**src/rtl/muldiv_ctrl.sv**
```systemverilog
// muldiv_ctrl: execute-stage mult/div sequencer owning the HI/LO write.
// Single-cycle registered multiply, 32-step restoring divide.
module muldiv_ctrl (
  input  logic        clk,
  input  logic        rst,
  input  logic        startE,
  input  logic [1:0]  opE,
  input  logic [31:0] srcaE,
  input  logic [31:0] srcbE,
  input  logic        cancel,
  output logic        stallE,
  output logic        busy,
  output logic [31:0] hi_o,
  output logic [31:0] lo_o,
  output logic        hilowrite_o
);

  localparam logic [1:0] IDLE = 2'd0;
  localparam logic [1:0] MUL  = 2'd1;
  localparam logic [1:0] DIV  = 2'd2;
  localparam logic [1:0] DONE = 2'd3;

  logic [1:0]  r_state;
  logic        r_sgn;
  logic [31:0] r_a;
  logic [31:0] r_b;
  logic [31:0] r_dvs;
  logic [31:0] r_quo;
  logic [32:0] r_rem;
  logic [4:0]  r_cnt;
  logic        r_negq;
  logic        r_negr;
  logic [31:0] r_hi;
  logic [31:0] r_lo;

  logic        w_sa;
  logic        w_sb;
  logic [31:0] w_absa;
  logic [31:0] w_absb;
  logic [63:0] w_prod;
  logic [33:0] w_shift;
  logic [33:0] w_trial;
  logic        w_borrow;
  logic [32:0] w_rest;
  logic [31:0] w_quo_n;

  assign w_sa   = ~opE[0] & srcaE[31];
  assign w_sb   = ~opE[0] & srcbE[31];
  assign w_absa = w_sa ? (32'd0 - srcaE) : srcaE;
  assign w_absb = w_sb ? (32'd0 - srcbE) : srcbE;

  assign w_prod = {{32{r_sgn & r_a[31]}}, r_a}
                * {{32{r_sgn & r_b[31]}}, r_b};

  // dividend bits shift out of r_quo as quotient bits shift in
  assign w_shift  = {r_rem, r_quo[31]};
  assign w_trial  = w_shift - {2'b00, r_dvs};
  assign w_borrow = w_trial[33];
  assign w_rest   = w_borrow ? w_shift[32:0] : w_trial[32:0];
  assign w_quo_n  = {r_quo[30:0], ~w_borrow};

  assign stallE = ((r_state == IDLE) & startE & ~cancel)
                | (r_state == MUL) | (r_state == DIV);
  assign busy        = (r_state != IDLE);
  assign hilowrite_o = (r_state == DONE) & ~cancel;
  assign hi_o        = r_hi;
  assign lo_o        = r_lo;

  // sequencer state, operand latch, divide datapath and result regs
  always_ff @(posedge clk or negedge rst) begin
    if (!rst) begin
      r_state <= IDLE;
      r_sgn   <= 1'b0;
      r_a     <= '0;
      r_b     <= '0;
      r_dvs   <= '0;
      r_quo   <= '0;
      r_rem   <= '0;
      r_cnt   <= '0;
      r_negq  <= 1'b0;
      r_negr  <= 1'b0;
      r_hi    <= '0;
      r_lo    <= '0;
    end else if (cancel) begin
      r_state <= IDLE;
      r_cnt   <= '0;
      r_rem   <= '0;
      r_quo   <= '0;
    end else begin
      case (r_state)
        IDLE: begin
          if (startE) begin
            r_sgn  <= ~opE[0];
            r_a    <= srcaE;
            r_b    <= srcbE;
            r_quo  <= w_absa;
            r_dvs  <= w_absb;
            r_negq <= w_sa ^ w_sb;
            r_negr <= w_sa;
            r_rem  <= '0;
            r_cnt  <= '0;
            if (!opE[1]) begin
              r_state <= MUL;
            end else if (srcbE == 32'd0) begin
              r_hi    <= srcaE;
              r_lo    <= 32'hFFFF_FFFF;
              r_state <= DONE;
            end else begin
              r_state <= DIV;
            end
          end
        end
        MUL: begin
          r_hi    <= w_prod[63:32];
          r_lo    <= w_prod[31:0];
          r_state <= DONE;
        end
        DIV: begin
          r_rem <= w_rest;
          r_quo <= w_quo_n;
          r_cnt <= r_cnt + 5'd1;
          if (r_cnt == 5'd31) begin
            r_lo    <= r_negq ? (32'd0 - w_quo_n) : w_quo_n;
            r_hi    <= r_negr ? (32'd0 - w_rest[31:0])
                              : w_rest[31:0];
            r_state <= DONE;
          end
        end
        default: begin
          r_state <= IDLE;
        end
      endcase
    end
  end

endmodule
```
**config.mk**
```make
export PLATFORM = sky130hd
export DESIGN_NAME = muldiv_ctrl
export DESIGN_NICKNAME = d
export VERILOG_FILES = /design/src/rtl/muldiv_ctrl.sv
export SDC_FILE = /design/constraint.sdc
export NUM_CORES = 2
export LEC_CHECK = 0
export CORE_MARGIN = 2
export CORE_UTILIZATION = 55
export DETAILED_ROUTE_END_ITERATION = 6
export GPL_TIMING_DRIVEN = 0
export PLACE_DENSITY = 0.82
export SYNTH_ARGS = -nofsm -noshare
export SYNTH_HDL_FRONTEND = slang
export SYNTH_SLANG_ARGS = --single-unit
```
**constraint.sdc**
```tcl
create_clock -name clk -period 9.8 [get_ports clk]
set_input_delay 2.94 -clock clk [delete_from_list [all_inputs] [get_ports clk]]
set_output_delay 2.94 -clock clk [all_outputs]
set_load 0.03 [all_outputs]
```
* Word-level counts from Yosys, hierarchy flattened *
Index checks and enable logic that the tools add are counted.

operators by class
  $add $sub $neg = 6
  eq/ne operators = 10
  reductions and logical operators = 9
  multipliers = 1
  bitwise logic cells = 13
  multiplexer cells = 30

operators by type and width
  operator                                                                  count
  32-bit 2-to-1 mux                                                         14
  32-bit case mux with 3 select lines                                       2
  1-bit by 32-bit subtractor with 32-bit output (first input constant)      4
  33-bit 2-to-1 mux                                                         3
  33-bit case mux with 2 select lines                                       1
  33-bit by 33-bit multiplier with 64-bit output                            1
  32-bit case mux with 2 select lines                                       1
  34-bit by 32-bit subtractor with 34-bit output                            1
  32-bit zero test                                                          1
  5-bit 2-to-1 mux                                                          2
  5-bit case mux with 2 select lines                                        1
  2-bit 2-to-1 mux                                                          4
  1-bit bitwise AND                                                         7
  2-bit case mux with 3 select lines                                        1
  6-bit AND reduction                                                       1
  3-bit nonzero test                                                        2
  5-bit by 1-bit adder with 5-bit output (second input constant)            1
  5-bit equality test (second input constant)                               1
  2-bit equality test (second input constant)                               2
  2-bit by 1-bit inequality test with 1-bit output (second input constant)  2
  2-bit inequality test (second input constant)                             2
  2-bit AND reduction                                                       2
  3-bit by 2-bit inequality test with 1-bit output (second input constant)  1
  3-bit inequality test (second input constant)                             1
  8 further kinds                                                           11

storage, ports and cells
  word-level logic and storage cells = 81
  input port bits = 70
  flip-flop bits (word level) = 235

* Logic depth before layout (Yosys ltp) *
  depth after elaboration = 6
  depth in mapped cells = 33
  mapped depth without buffers = 31

* Worst setup path after synthesis *
No wires, ideal clock.

  path type = reg-to-reg
  start = register r_b[6]
  end = register r_hi[28], in the netlist hi_o[28]
  clock period less this slack = 8.267 ns
  stages on the path, launching flop included = 34
  arrival time = 8.136 ns
  slack = 1.533 ns
  path buffers = 3
  cells stage by stage = dfrtp_1 -> clkbuf_1 -> clkbuf_1 -> nand2_1 -> fa_1 -> inv_1 -> fa_1 -> inv_1 -> fa_1 -> inv_1 -> fa_1 -> fa_1 -> inv_1 -> fa_1 -> inv_1 -> fa_1 -> inv_1 -> fa_1 -> inv_1 -> ha_1 -> clkbuf_1 -> and4_1 -> nand3_1 -> or2_2 -> nor2_1 -> o21ai_0 -> a32oi_1 -> o22ai_1 -> o21ai_0 -> a31oi_1 -> o41ai_1 -> xor2_1 -> a221oi_1 -> nor3_1

between the ends
  cells in the longest elaborated chain, start to end = 2

ends and longest elaborated chain
  what                                            line  text
  start, declared                                 26    logic [31:0] r_b;
  start signal, assigned                          95    r_b <= srcbE;
  33-bit by 33-bit multiplier with 64-bit output  53    * {{32{r_sgn & r_b[31]}}, r_b};
  32-bit case mux with 3 select lines             90    case (r_state)
  end signal, assigned                            105   r_hi <= srcaE;
  end signal, assigned                            114   r_hi <= w_prod[63:32];
  end signal, assigned                            124   r_hi <= r_negr ? (32'd0 - w_rest[31:0])
  end, declared                                   33    logic [31:0] r_hi;

No other way between the ends.
A chain may end at the register's enable or synchronous reset.

* Worst setup path after layout *
  start = register r_b[18]
  end = register r_hi[28], in the netlist hi_o[28]

Same word-level chain as after synthesis.

==> results.rst <==
.. list-table::
   :header-rows: 1

   * - Metric
     - Value
   * - Cell types with the highest counts after synthesis
     - 1,201 x inv_1, 1,126 x fa_1, 1,107 x nand2_1, 351 x and2_1, 332 x clkbuf_1
   * - Fraction of synthesized cell area taken by the top area cell type
     - 0.425
   * - Routed wire length on met2
     - 91,200 um
   * - Met3 Routed Length
     - 26,700 um
   * - Clock Skews
     - 0.0154 ns
   * - Clock latency of the later-clocked register in the worst-skew pair
     - 0.57 ns
   * - Crit path largest cell delay
     - 0.63 ns
   * - Cell with the most instances after synthesis
     - inv_1
   * - Crit Path Class
     - reg2reg
   * - Source of the critical timing path
     - r_b[18]$_DFFE_PN0P_
   * - # IOs
     - 137
   * - Min cycle time layout
     - 9.76 ns
   * - Final HPWL DP
     - 172,000 um
   * - Sequential area share after synthesis
     - 0.110
   * - Async set or reset register ratio after synthesis
     - 1.00
   * - Core ar.
     - 95,300 um2
   * - Cell at the slowest stage of the critical path
     - dfrtp_4
   * - Final estimated routing congestion in global placement
     - 1.08
   * - Routed Antenna Nets
     - 0
   * - Ratio of cells with drive above 1 in the final layout
     - 0.0482
   * - Remaining design rule violation count
     - 0
   * - Worst slew margin relative to its limit
     - 0.0701
   * - CP endpoint kind
     - flop
   * - Reg2reg setup slack
     - 0.04 ns
   * - Port Buffer Count
     - 134
   * - Die Footprint
     - 99,000 um2
   * - Die X-Extent
     - 315 um
   * - Share of synthesized area spent on multiplexers
     - 0.00696
   * - CP arrival
     - 10.19 ns
   * - Yosys reg bits
     - 234
   * - Worst Tran Pin Value
     - 1.38 ns
   * - Clock sink count
     - 234
   * - Count of endpoints failing setup in the final report
     - 0
   * - Hold/Removal Path Class
     - reg2reg
   * - Number of antenna violations at the first check in global routing
     - 30
   * - Initial Utilization
     - 0.557
   * - Number of levels in the clock H-tree
     - 1
   * - Number of pins with negative max-slew slack in the final report
     - 0
   * - Simple-gate share of the synthesized area
     - 0.164
   * - Largest area contributor in the synthesized netlist
     - fa_1
   * - Library cells used by synthesis
     - 89
   * - Placed cell count
     - 7,450
   * - Yosys Warn Count
     - 0
   * - Start of the worst register-to-register path
     - r_b[18]$_DFFE_PN0P_
   * - TritonCTS clock tree
     - built
   * - Fraction of the cycle the final worst path needs
     - 0.996
   * - Status
     - complete, no violations
   * - Total wirelength of the detailed-routed design
     - 211,000 um
   * - Final net count
     - 7,672
   * - Pin count of the biggest net entering global routing
     - 90
   * - Die H
     - 315 um
   * - Net count after synthesis
     - 7,500
   * - Max clock buf depth
     - 3
   * - Fin. Hold Viols
     - 0
   * - Mapped Area
     - 53,100 um2
   * - DR WL/cell
     - 27.9 um
   * - Via-to-Cell Ratio
     - 6.12
   * - Final cell count without fillers
     - 7,547
   * - P&R area growth vs syn
     - 8.78%
   * - Post-Synth XOR/XNOR Area
     - 0.0352
   * - Number of CTS-inserted buffers
     - 26
   * - Largest cells by area after synthesis
     - fa_1 42%, dfrtp_1 11%, inv_1 8.5%, nand2_1 7.8%, ha_1 6.0%
   * - Global-route usage over all layers
     - 0.431
   * - Global-route wire length before repair
     - 307,000 um
   * - Fmax
     - 0.102 GHz
   * - Total iterations of the first detailed-routing run
     - 6
   * - Met1 wire length
     - 74,300 um
   * - Synthesized-area fraction occupied by adder cells
     - 0.485
   * - Post-synthesis instance total
     - 6,049
   * - Max Cap Violations
     - 0
   * - Congestion Overflow GR
     - 0
   * - Iteration-0 DRC Markers
     - 5,568
   * - Data required time at the worst endpoint
     - 10.22 ns
   * - Type of origin of the critical path
     - flop
   * - Highest Signal Layer
     - met5
   * - Cell chosen for the clock root
     - clkbuf_16
   * - Hold path start
     - hi_o[13]$_DFFE_PN0P_
   * - Number of vias after detailed routing
     - 46,200
   * - Most used flip-flop cell after synthesis
     - dfrtp_1
   * - Clock transition at path regs
     - 0.06 ns
   * - EDFF count, synth
     - 0
   * - Dominant combinational cell family by area after synthesis
     - adder cells
   * - CP dominant cell by count
     - fa_1
   * - Number of hold buffers added after CTS
     - 0
   * - Via count of the first global-routing pass
     - 47,100
   * - Post-synthesis compound-gate area fraction
     - 0.0876
   * - Cell Rows
     - 113
   * - Syn_area_per_cell
     - 8.77 um2
   * - Max Fanout on Critical Path
     - 11
[worst max-delay path: cells and delay by family (launching register included)]
kind | cells | cell delay (ns)
flip-flops | 1 | 0.63
adder cells (fa/ha/maj) | 9 | 4.35
AO/OA/AOI/OAI | 7 | 1.97
XOR/XNOR | 1 | 0.18
buffers and inverters | 5 | 0.86
AND/OR/NAND/NOR | 6 | 1.58
[sequential cells by signal, summed over array words and instances (netlist names)]
name and count:
r_negq 1, r_state 2, r_b 32, r_dvs 31, r_a 32, r_quo 32
r_cnt 5, r_negr 1, r_rem 33, hi_o 32, r_sgn 1, lo_o 32
[area by class of cell]
cell class	count	area (um2)
multi-input combinational	4261	41500
fill	8414	37600
sequential	234	5910
inverter	1202	4530
timing repair buffer	160	1590
tap	1265	1580
buffer	336	1550
clock buffer	36	779
clock inverter	10	178
antenna	43	108
[cells in the final DEF (no fill, tap or decap), types with 30 or more instances in the layout]
cell                n
a22o_1             36
a21oi_1           152
clkbuf_1          204
xnor2_1           144
and2_1            351
diode_2            43
clkdlybuf4s50_1   133
nand2_1          1107
nor2_1            181
o31ai_1            30
and3_1             36
ha_1              254
a21o_1             47
nor3_1             55
o21ai_0           214
dfrtp_1           199
fa_1             1123
inv_1            1197
xor2_1             67
nand3_1            41
clkbuf_2           71
a221oi_1           38
[cell families after synthesis]
family                     count (synthesis)
DFF                                      234
muxes                                     35
xor gates and xnor gates                 213
buffers and inverters                   1554
AOI/OAI and AO/OA                        714
adders and majority gates               1381
and+or+nand+nor                         1918
[path summary, 6_finish.rpt]
check / endpoint / cells after the start
min: hi_o[13]$_DFFE_PN0P_ / 2
min reg2reg: hi_o[13]$_DFFE_PN0P_ / 2
max reg2reg: hi_o[28]$_DFFE_PN0P_ / 28
max: hi_o[28]$_DFFE_PN0P_ / 28
max in group asynchronous: r_quo[20]$_DFFE_PN0P_ / 2
min in group asynchronous: r_rem[9]$_DFFE_PN0P_ / 1
[per-stage QoR]
stage	setup WS (ns)	utilization	hold WS [ns]	TNS [ns]	cell area [um2]
6_report	0.0354	0.606	0.480	0	57700
5_1_grt	-0.0336	0.605	0.485	-0.0790	57600
4_1_cts	-0.0973	0.601	0.480	-0.0973	57300
3_5_place_dp	-1.97	0.588	0.467	-19.31	56100
3_3_place_gp	-4.53	0.588	0.460	-1074.14	56000
2_1_floorplan	1.53	-	0.450	0	53100
[what timing repair did]
action / in CTS / in global routing
pin swaps: 2 / 8
resized for setup: 172 / 109
setup endpoints to repair: 27 / 18
gates cloned: 0 / 0
setup buffers: 0 / 24
endpoints found under the hold margin: 0 / 0
[metal layers]
layer / vias to the layer above / global-route usage
li1: 18800 / -
met1: 23300 / 0.538
met2: 3271 / 0.640
met3: 890 / 0.135
met4: 16 / 0.302
met5: - / 0
Power is left out: the tool's default activity adds up to more than one toggle a clock period on the data nets, which glitch-free logic cannot reach.
